## src/rtl/tutankham_pkg.sv

```systemverilog
// Shared types and constants for the Tutankham ROM download sequencer.
// Index values follow the MiSTer ioctl numbering used by the core's .mra file.
package tutankham_pkg;

   typedef enum logic [1:0] {
      IDLE,
      LOADING,
      HOLD,
      RUN
   } load_state_t;

   localparam logic [7:0] IDX_CPU = 8'd0;
   localparam logic [7:0] IDX_SND = 8'd1;
   localparam int         CNT_W   = 16;

   function automatic logic is_rom_index(input logic [7:0] idx);
      return (idx == IDX_CPU) || (idx == IDX_SND);
   endfunction

endpackage

```

## src/rtl/rom_load_sequencer_counter.sv

```systemverilog
// Saturating byte counter for one ROM index; flags when exactly LIMIT bytes were taken.
// A clear coinciding with an increment restarts the count at one.
module load_byte_counter
   import tutankham_pkg::*;
#(
   parameter int LIMIT = 8192
)
(
   input  logic clk_49m,
   input  logic reset,
   input  logic clr,
   input  logic inc,
   output logic full
);

   localparam logic [CNT_W-1:0] LIMIT_C = CNT_W'(LIMIT);
   localparam logic [CNT_W-1:0] MAX_C   = '1;
   localparam logic [CNT_W-1:0] ONE_C   = CNT_W'(1);

   logic [CNT_W-1:0] count_reg;

   always_ff @(posedge clk_49m) begin
      if (reset) begin
         count_reg <= '0;
      end else if (clr) begin
         count_reg <= inc ? ONE_C : '0;
      end else if (inc && (count_reg != MAX_C)) begin
         count_reg <= count_reg + ONE_C;
      end
   end

   assign full = (count_reg == LIMIT_C);

endmodule

```

## src/rtl/rom_load_sequencer.sv

```systemverilog
// Routes HPS ioctl ROM writes to the main and sound boards and keeps both boards
// in reset until every ROM set is complete and a settle delay has elapsed.
module rom_load_sequencer
   import tutankham_pkg::*;
#(
   parameter int CPU_ROM_BYTES = 61440,
   parameter int SND_ROM_BYTES = 8192,
   parameter int HOLD_CYCLES   = 1024
)
(
   input  logic        clk_49m,
   input  logic        reset,
   input  logic        ioctl_download,
   input  logic [7:0]  ioctl_index,
   input  logic [24:0] ioctl_addr,
   input  logic        ioctl_wr,
   input  logic [7:0]  ioctl_data,
   output logic        cpu_wr,
   output logic        snd_wr,
   output logic [15:0] rom_addr,
   output logic [7:0]  rom_data,
   output logic        board_reset,
   output logic        load_done,
   output logic        load_error
);

   localparam int                HOLD_W    = $clog2(HOLD_CYCLES + 1);
   localparam logic [HOLD_W-1:0] HOLD_LOAD = HOLD_W'(HOLD_CYCLES - 1);
   localparam logic [HOLD_W-1:0] HOLD_ONE  = HOLD_W'(1);
   localparam logic [24:0]       CPU_LIM   = 25'(CPU_ROM_BYTES);
   localparam logic [24:0]       SND_LIM   = 25'(SND_ROM_BYTES);

   load_state_t       state_reg;
   logic [HOLD_W-1:0] hold_reg;
   logic              cur_snd_reg;
   logic              cpu_tried_reg;
   logic              snd_tried_reg;
   logic              error_reg;
   logic              cpu_wr_reg;
   logic              snd_wr_reg;
   logic [15:0]       rom_addr_reg;
   logic [7:0]        rom_data_reg;
   logic              board_reset_reg;
   logic              load_done_reg;

   logic       dl_valid;
   logic       idx_snd;
   logic       addr_ok;
   logic       wr_take;
   logic       wr_bad;
   logic       start_load;
   logic [1:0] clr_vec;
   logic [1:0] inc_vec;
   logic [1:0] full_vec;

   always_comb begin
      dl_valid = ioctl_download && is_rom_index(ioctl_index);
      idx_snd  = (ioctl_index == IDX_SND);
      addr_ok  = idx_snd ? (ioctl_addr < SND_LIM) : (ioctl_addr < CPU_LIM);
      wr_take  = dl_valid && ioctl_wr && addr_ok;
      wr_bad   = dl_valid && ioctl_wr && !addr_ok;
      // Switching index without dropping download is treated as a fresh download.
      start_load = dl_valid &&
                   ((state_reg == IDLE) || (state_reg == RUN) ||
                    ((state_reg == LOADING) && (idx_snd != cur_snd_reg)));
      clr_vec  = {start_load && idx_snd, start_load && !idx_snd};
      inc_vec  = {wr_take && idx_snd, wr_take && !idx_snd};
   end

   generate
      for (genvar gi = 0; gi < 2; gi++) begin : g_cnt
         load_byte_counter #(
            .LIMIT ((gi == 0) ? CPU_ROM_BYTES : SND_ROM_BYTES)
         ) u_cnt (
            .clk_49m (clk_49m),
            .reset   (reset),
            .clr     (clr_vec[gi]),
            .inc     (inc_vec[gi]),
            .full    (full_vec[gi])
         );
      end
   endgenerate

   always_ff @(posedge clk_49m) begin
      if (reset) begin
         state_reg       <= IDLE;
         hold_reg        <= '0;
         cur_snd_reg     <= 1'b0;
         cpu_tried_reg   <= 1'b0;
         snd_tried_reg   <= 1'b0;
         error_reg       <= 1'b0;
         cpu_wr_reg      <= 1'b0;
         snd_wr_reg      <= 1'b0;
         rom_addr_reg    <= '0;
         rom_data_reg    <= '0;
         board_reset_reg <= 1'b1;
         load_done_reg   <= 1'b0;
      end else begin
         cpu_wr_reg <= inc_vec[0];
         snd_wr_reg <= inc_vec[1];
         if (wr_take) begin
            rom_addr_reg <= ioctl_addr[15:0];
            rom_data_reg <= ioctl_data;
         end
         if (start_load) begin
            cur_snd_reg <= idx_snd;
            if (idx_snd) begin
               snd_tried_reg <= 1'b1;
            end else begin
               cpu_tried_reg <= 1'b1;
            end
         end
         if (wr_bad) begin
            error_reg <= 1'b1;
         end

         case (state_reg)
            IDLE: begin
               if (start_load) begin
                  state_reg       <= LOADING;
                  board_reset_reg <= 1'b1;
                  load_done_reg   <= 1'b0;
               end
            end
            LOADING: begin
               if (!ioctl_download) begin
                  if (full_vec == 2'b11) begin
                     state_reg <= HOLD;
                     hold_reg  <= HOLD_LOAD;
                     error_reg <= 1'b0;
                  end else begin
                     // A short set only counts as an error once both ROMs were offered.
                     state_reg <= IDLE;
                     if (cpu_tried_reg && snd_tried_reg) begin
                        error_reg <= 1'b1;
                     end
                  end
               end
            end
            HOLD: begin
               if (hold_reg == '0) begin
                  state_reg       <= RUN;
                  board_reset_reg <= 1'b0;
                  load_done_reg   <= 1'b1;
               end else begin
                  hold_reg <= hold_reg - HOLD_ONE;
               end
            end
            RUN: begin
               if (start_load) begin
                  state_reg       <= LOADING;
                  board_reset_reg <= 1'b1;
                  load_done_reg   <= 1'b0;
               end
            end
            default: begin
               state_reg       <= IDLE;
               board_reset_reg <= 1'b1;
               load_done_reg   <= 1'b0;
            end
         endcase
      end
   end

   assign cpu_wr      = cpu_wr_reg;
   assign snd_wr      = snd_wr_reg;
   assign rom_addr    = rom_addr_reg;
   assign rom_data    = rom_data_reg;
   assign board_reset = board_reset_reg;
   assign load_done   = load_done_reg;
   assign load_error  = error_reg;

endmodule

```

## config.mk

```make
export PLATFORM = sky130hd
export DESIGN_NAME = rom_load_sequencer
export DESIGN_NICKNAME = d
export VERILOG_FILES = /design/src/rtl/tutankham_pkg.sv /design/src/rtl/rom_load_sequencer_counter.sv /design/src/rtl/rom_load_sequencer.sv
export SDC_FILE = /design/constraint.sdc
export NUM_CORES = 1
export LEC_CHECK = 0
export ABC_AREA = 1
export BUFFER_PORTS_ARGS = -buffer_cell sky130_fd_sc_hd__buf_2
export CORE_ASPECT_RATIO = 0.7
export CORE_MARGIN = 8
export CORE_UTILIZATION = 55
export CTS_CLUSTER_DIAMETER = 150
export DETAILED_ROUTE_END_ITERATION = 16
export PLACE_DENSITY = 0.78
export RECOVER_POWER = 25
export SLEW_MARGIN = 20
export SYNTH_ARGS = -nofsm -noshare
export SYNTH_HDL_FRONTEND = slang
export SYNTH_SLANG_ARGS = --single-unit
```

## constraint.sdc

```tcl
create_clock -name clk_49m -period 4.53 [get_ports clk_49m]
set_clock_uncertainty 0.1 [all_clocks]
set_input_delay 1.359 -clock clk_49m [delete_from_list [all_inputs] [get_ports clk_49m]]
set_output_delay 1.359 -clock clk_49m [all_outputs]
set_load 0.01 [all_outputs]
```

==> flow_summary.yaml, run 1 <==
setup_path:
  start_kind: "primary input"
  crit_chain: "buf_2 > inv_1 > nand2_1 > nor2_1 > nand2_4 > nand2_1 > nand3_1 > nand2_1 > nand3_2 > nand3_1 > a21oi_1"
  cpPeakStageDelay_ps: 500
  required_ps: 4630
  endpoint_kind: "register"
  crit_path_frequent_cell: "nand2_1"
  arrival_ps: 3240
  path_class: "primary input to register"
  cp_max_fo: 32
  crit_slowest_cell: "nand3_2"
  path_delay_family: "simple AND/OR/NAND/NOR gates"
  cp_num_buf_inv: 2
timing:
  maxSlewHeadroom_pct: 52.9
  whs_ps: 373
  finalSetupTns_ps: 0
  setup_violations: 0
  period_minus_slack_ps: 3140
  rsz0062_at_grt: "false"
  worst_slack_ps: 1390
  max_freq_mhz: 319
  final_max_slew_viol_count: 0
  period_share_pct: 69.3
  finalHoldViolations: 0
  tightest_slew_ps: 705
finish:
  regArea_sq_mm: 0.00154
  multi_input_area_sq_mm: 0.00236
  area_growth_pct: 14.1
  finish.utilization_pct: 64.1
  antenna_cells: 0
  drive_above_1_share_pct: 15.2
  largest_reg_flops: 32
  num-nets-final: 759
  fin_cells: 812
  nFillCells: 708
  finalInstanceArea_sq_mm: 0.00498
place:
  detailedPlace.worstSlack_ps: 1220
  gp_congestion: 0.895
  place_area_sq_mm: 0.00473
  dp_hpwl_microns: 7850
  placed_cells: 797
  io_buffers: 73
routing:
  drt_wl_total_microns: 10800
  via_count: 4324
  drt_pass1_iterations: 5
  final_antenna_net_count: 0
  drc: 0
  routed_via_density: 5.33
  drtIter0Drc: 350
  routedWlPerCell_microns: 13.3
pwr:
  power_mw: 1.82
  max-vdd-ir-drop_mv: 0.257
  power_density_mw_per_mm2: 365
  power.leakage_nw: 2.20
floorplan:
  dieArea_sq_mm: 0.0111
  start_util_pct: 56.2
  placement_rows: 27
  die_y_microns: 90.6
  core_area_sq_mm: 0.00777
  die_x_microns: 123
  num_io_pins: 74
synthesis:
  synth_area_sq_mm: 0.00437
  async_flop_share_pct: 0
  yosysSeqAreaShare_pct: 35.3
  synth_seq_cells: 77
  synth_top_cell_area_share_pct: 35.3
  synth_cell_type_count: 35
  synth.area.top_cells: "dfxtp_1, nand3_1, nor2_1, nand2_1, inv_1"
  synth_most_common_cell: "nor2_1"
  synthFlopType: "dfxtp_1"
  yosysWarnings: 0
  synth_edf_count: 0
  synth_common_cells: "nor2_1, nand2_1, nand3_1"
  synth.avg_cell_area_sq_um: 6.78
  yosysTopAreaCell: "dfxtp_1"
  syn-num-nets: 696
  synth_cells: 644
global_routing:
  grt_pass1_vias: 3967
  grt-ovfl-total: 0
  grt_antenna_before_repair: 0
  grt_max_degree: 45
  grt_pass1_wl_microns: 18300
  grt_use_total_pct: 19.9
clock_network:
  ctsHoldBuffers: 0
  clkSlewWorstSetupHoldPaths_ps: 60
  cts.sinks: 77
  cts_tree: "done"
  cts_root_buffer: "clkbuf_16"
  ctsResizeCount: 0
  insertion_delay_ps: 340
  post-cts-setup-buffers: 0
  htree_levels: 3
  cts_buffers: 9
  clock_path_buffers: 2
min_path:
  hp-class: "register to register"
flow_run:
  maxCapViolations: 0
outcome:
  status: "complete, no violations"
[layout by cell type (no fill, tap or decap), types with 2 or more instances in the layout]
master,count
a21oi_1,48
buf_2,61
bufinv_16,2
clkbuf_1,12
clkbuf_16,9
clkinv_2,2
clkinvlp_4,2
dfxtp_1,77
ha_1,7
inv_1,67
inv_2,5
nand2_1,107
nand2_2,2
nand2_4,2
nand3_1,98
nand3_2,3
nand3b_1,3
nand4_1,8
nand4_2,2
nor2_1,111
nor2_2,4
nor2_4,6
nor3_1,8
o211ai_1,2
o21ai_0,33
xnor2_1,4
xor2_1,16
[final timing paths]
| check | depth (start not counted) | startpoint | slack, ps | to |
|---|---|---|---|---|
| setup / recovery | 11 | ioctl_index[6] | 1390 | g_cnt[1].u_cnt.count_reg[3] |
| hold / removal | 2 | load_done | 370 | load_done |
| setup reg to reg | 13 | hold_reg[0] | 1680 | hold_reg[0] |
| hold reg to reg | 2 | load_done | 370 | load_done |
[report_power, final]
part	internal (mW)	leakage, nW	total, mW	switching, mW
Combinational	0.121	1.44	0.327	0.207
Sequential	0.703	0.621	0.728	0.0251
Clock	0.479	0.147	0.764	0.285
Total	1.30	2.20	1.82	0.517
[layout make-up]
type                       instances  share of cell area, %
inverter                          75                   5.70
clock inverter                     6                   1.78
timing repair buffer              74                   7.18
multi-input combinational        470                   47.3
tap                              101                   2.54
sequential                        77                   30.9
clock buffer                       9                   4.52
[worst register-to-register path, delay by kind of cell (launching register included)]
family | cells | cell delay [ps]
AOI/OAI and AO/OA | 1 | 100
buffers and inverters | 2 | 510
adders and majority gates | 1 | 270
DFF | 1 | 320
and+or+nand+nor | 9 | 1420
[routing by layer]
metal | vias up | GRT usage (%) | routed length (microns)
met5 | - | 0 | 0
met4 | 0 | 5.97 | 156
li1 | 2208 | - | -
met3 | 14 | 5.50 | 745
met1 | 1977 | 26.4 | 5070
met2 | 125 | 30.5 | 4850
[cell families (layout without fill, tap and decap cells)]
logic type	count (synthesis)	count (layout)	synth area share, %
and+or+nand+nor	359	359	39.2
xor gates and xnor gates	20	20	4.01
DFF	77	77	35.3
buffers and inverters	97	164	9.66
adders and majority gates	7	7	2.01
AOI/OAI and AO/OA	84	84	9.80
(Power assumes the default switching activity.)
==> inputs of run 2 (changes only) <==
==> constraint.sdc (replaced) <==
create_clock -name clk_49m -period 3.2 [get_ports clk_49m]
set_clock_uncertainty 0.1 [all_clocks]
set_input_delay 0.96 -clock clk_49m [delete_from_list [all_inputs] [get_ports clk_49m]]
set_output_delay 0.96 -clock clk_49m [all_outputs]
set_load 0.01 [all_outputs]
==> run 2 against run 1 <==
Against the previous run:
- non-clock buffer count grew 3
- clock power rose by 66%
- hold slack got worse by 11 ps
- cell area is 1.9% higher
- total power up 54%
- setup slack got worse by 670 ps
- sequential share of layout area decreased by 0.57 points
- critical path depth stayed put
==> flow_summary.yaml, run 2 (same netlist as run 1, synthesis figures left out) <==
outcome:
  status: "complete, no violations"
setup_path:
  start_kind: "primary input"
  path_class: "primary input to register"
  arrival_ps: 2590
  required_ps: 3310
  endpoint_kind: "register"
  cp_max_fo: 14
routing:
  final_antenna_net_count: 0
  via_count: 4319
  drtIter0Drc: 346
  drc: 0
  drt_pass1_iterations: 5
  routedWlPerCell_microns: 13.2
  routed_via_density: 5.29
  drt_wl_total_microns: 10700
global_routing:
  grt_max_degree: 45
  grt_pass1_wl_microns: 18200
  grt-ovfl-total: 0
  grt_antenna_before_repair: 0
  grt_use_total_pct: 19.6
  grt_pass1_vias: 3936
finish:
  mostFrequentLayoutCell: "nor2_1"
  antenna_cells: 0
  regArea_sq_mm: 0.00154
  largest_reg_flops: 32
  fin_cells: 816
  drive_above_1_share_pct: 14.7
  num-nets-final: 762
  area_growth_pct: 16.2
  final_cell_mix: "nor2_1, nand2_1, nand3_1"
  finalInstanceArea_sq_mm: 0.00508
  nFillCells: 678
  multi_input_area_sq_mm: 0.00239
floorplan:
  num_io_pins: 74
  die_x_microns: 123
  start_util_pct: 56.2
  die_y_microns: 90.6
  placement_rows: 27
  core_area_sq_mm: 0.00777
  dieArea_sq_mm: 0.0111
pwr:
  swShare_pct: 27.5
  power.leakage_nw: 2.20
  p_comb_share_pct: 17.9
  max-vdd-ir-drop_mv: 0.369
  clkPwrFrac_pct: 45.2
  intPower_mw: 2.03
  power_density_mw_per_mm2: 551
  switchingPower_mw: 0.770
  pwr-share-seq_pct: 36.8
clock_network:
  post-cts-setup-buffers: 0
  htree_levels: 3
  insertion_delay_ps: 340
  cts_buffers: 9
  cts_tree: "done"
  clkSlewWorstSetupHoldPaths_ps: 60
  cts_root_buffer: "clkbuf_16"
  clock_path_buffers: 2
  ctsHoldBuffers: 0
  cts.sinks: 77
  ctsResizeCount: 0
timing:
  tightest_slew_ps: 676
  finalSetupTns_ps: 0
  period_minus_slack_ps: 2480
  rsz0062_at_grt: "false"
  finalHoldViolations: 0
  period_share_pct: 77.5
  maxSlewHeadroom_pct: 54.9
  max_freq_mhz: 403
  worst_slack_ps: 721
  setup_violations: 0
  whs_ps: 362
  final_max_slew_viol_count: 0
min_path:
  hp-class: "register to register"
place:
  io_buffers: 73
  place_area_sq_mm: 0.00475
  dp_hpwl_microns: 7830
  detailedPlace.worstSlack_ps: 493
  placed_cells: 800
  gp_congestion: 0.903
flow_run:
  maxCapViolations: 0
run 2: cell types whose count changed in the layout (fill, tap and decap cells not counted), moves of 2 or more:
cell | before | now
buf_2 | 61 | 48
buf_4 | 1 | 4
nand2_2 | 2 | 4
nor2_4 | 6 | 8
clkbuf_1 | 12 | 25
bufinv_16 | 2 | 4
nor2_1 | 111 | 108
inv_6 | 0 | 2
nand2_1 | 107 | 104
run 2: power groups by stage:
stage                     Sequential, mW  Combinational, mW  Clock, mW
after floorplan                     1.05              0.391          0
after global placement              1.05              0.472          0
after detailed placement            1.05              0.490          0
after CTS                           1.03              0.502       1.28
after global routing                1.04              0.568       1.32
final                               1.03              0.502       1.27
run 2: critical path, stage by stage:
cell and delay [ps]:
buf_2 90, nor2_1 100, nand2_1 80, nor2_1 210
nand2_1 110, inv_1 80, nand4_1 300, nor2_4 400
inv_1 100, nand3_1 90, a21oi_1 60
run 2: final cells by class:
cell class                 count  area share [%]
inverter                      75            5.62
timing repair buffer          77            7.17
multi-input combinational    470            47.1
tap                          101            2.49
sequential                    77            30.4
clock inverter                 7            2.86
clock buffer                   9            4.44
run 2: worst paths after layout:
check,start,endpoint,slack [ps],depth (start not counted)
setup / recovery,ioctl_addr[23],g_cnt[0].u_cnt.count_reg[0],720,11
hold / removal,load_done,load_done,360,2
setup reg to reg,g_cnt[1].u_cnt.count_reg[0],hold_reg[1],1070,9
hold reg to reg,load_done,load_done,360,2
run 2: through the flow:
step                      utilization, %  total power, mW
after global routing                65.3             2.93
final                               65.3             2.80
after global placement              61.2             1.52
after floorplan                        -             1.44
after detailed placement            61.2             1.54
after CTS                           65.9             2.82
run 2: metal layers:
metal,GRT usage [%],vias to the layer above,wire (microns)
li1,-,2214,-
met4,6.47,0,132
met3,5.56,11,629
met1,25.3,1996,5060
met5,0,-,0
met2,30.7,98,4930
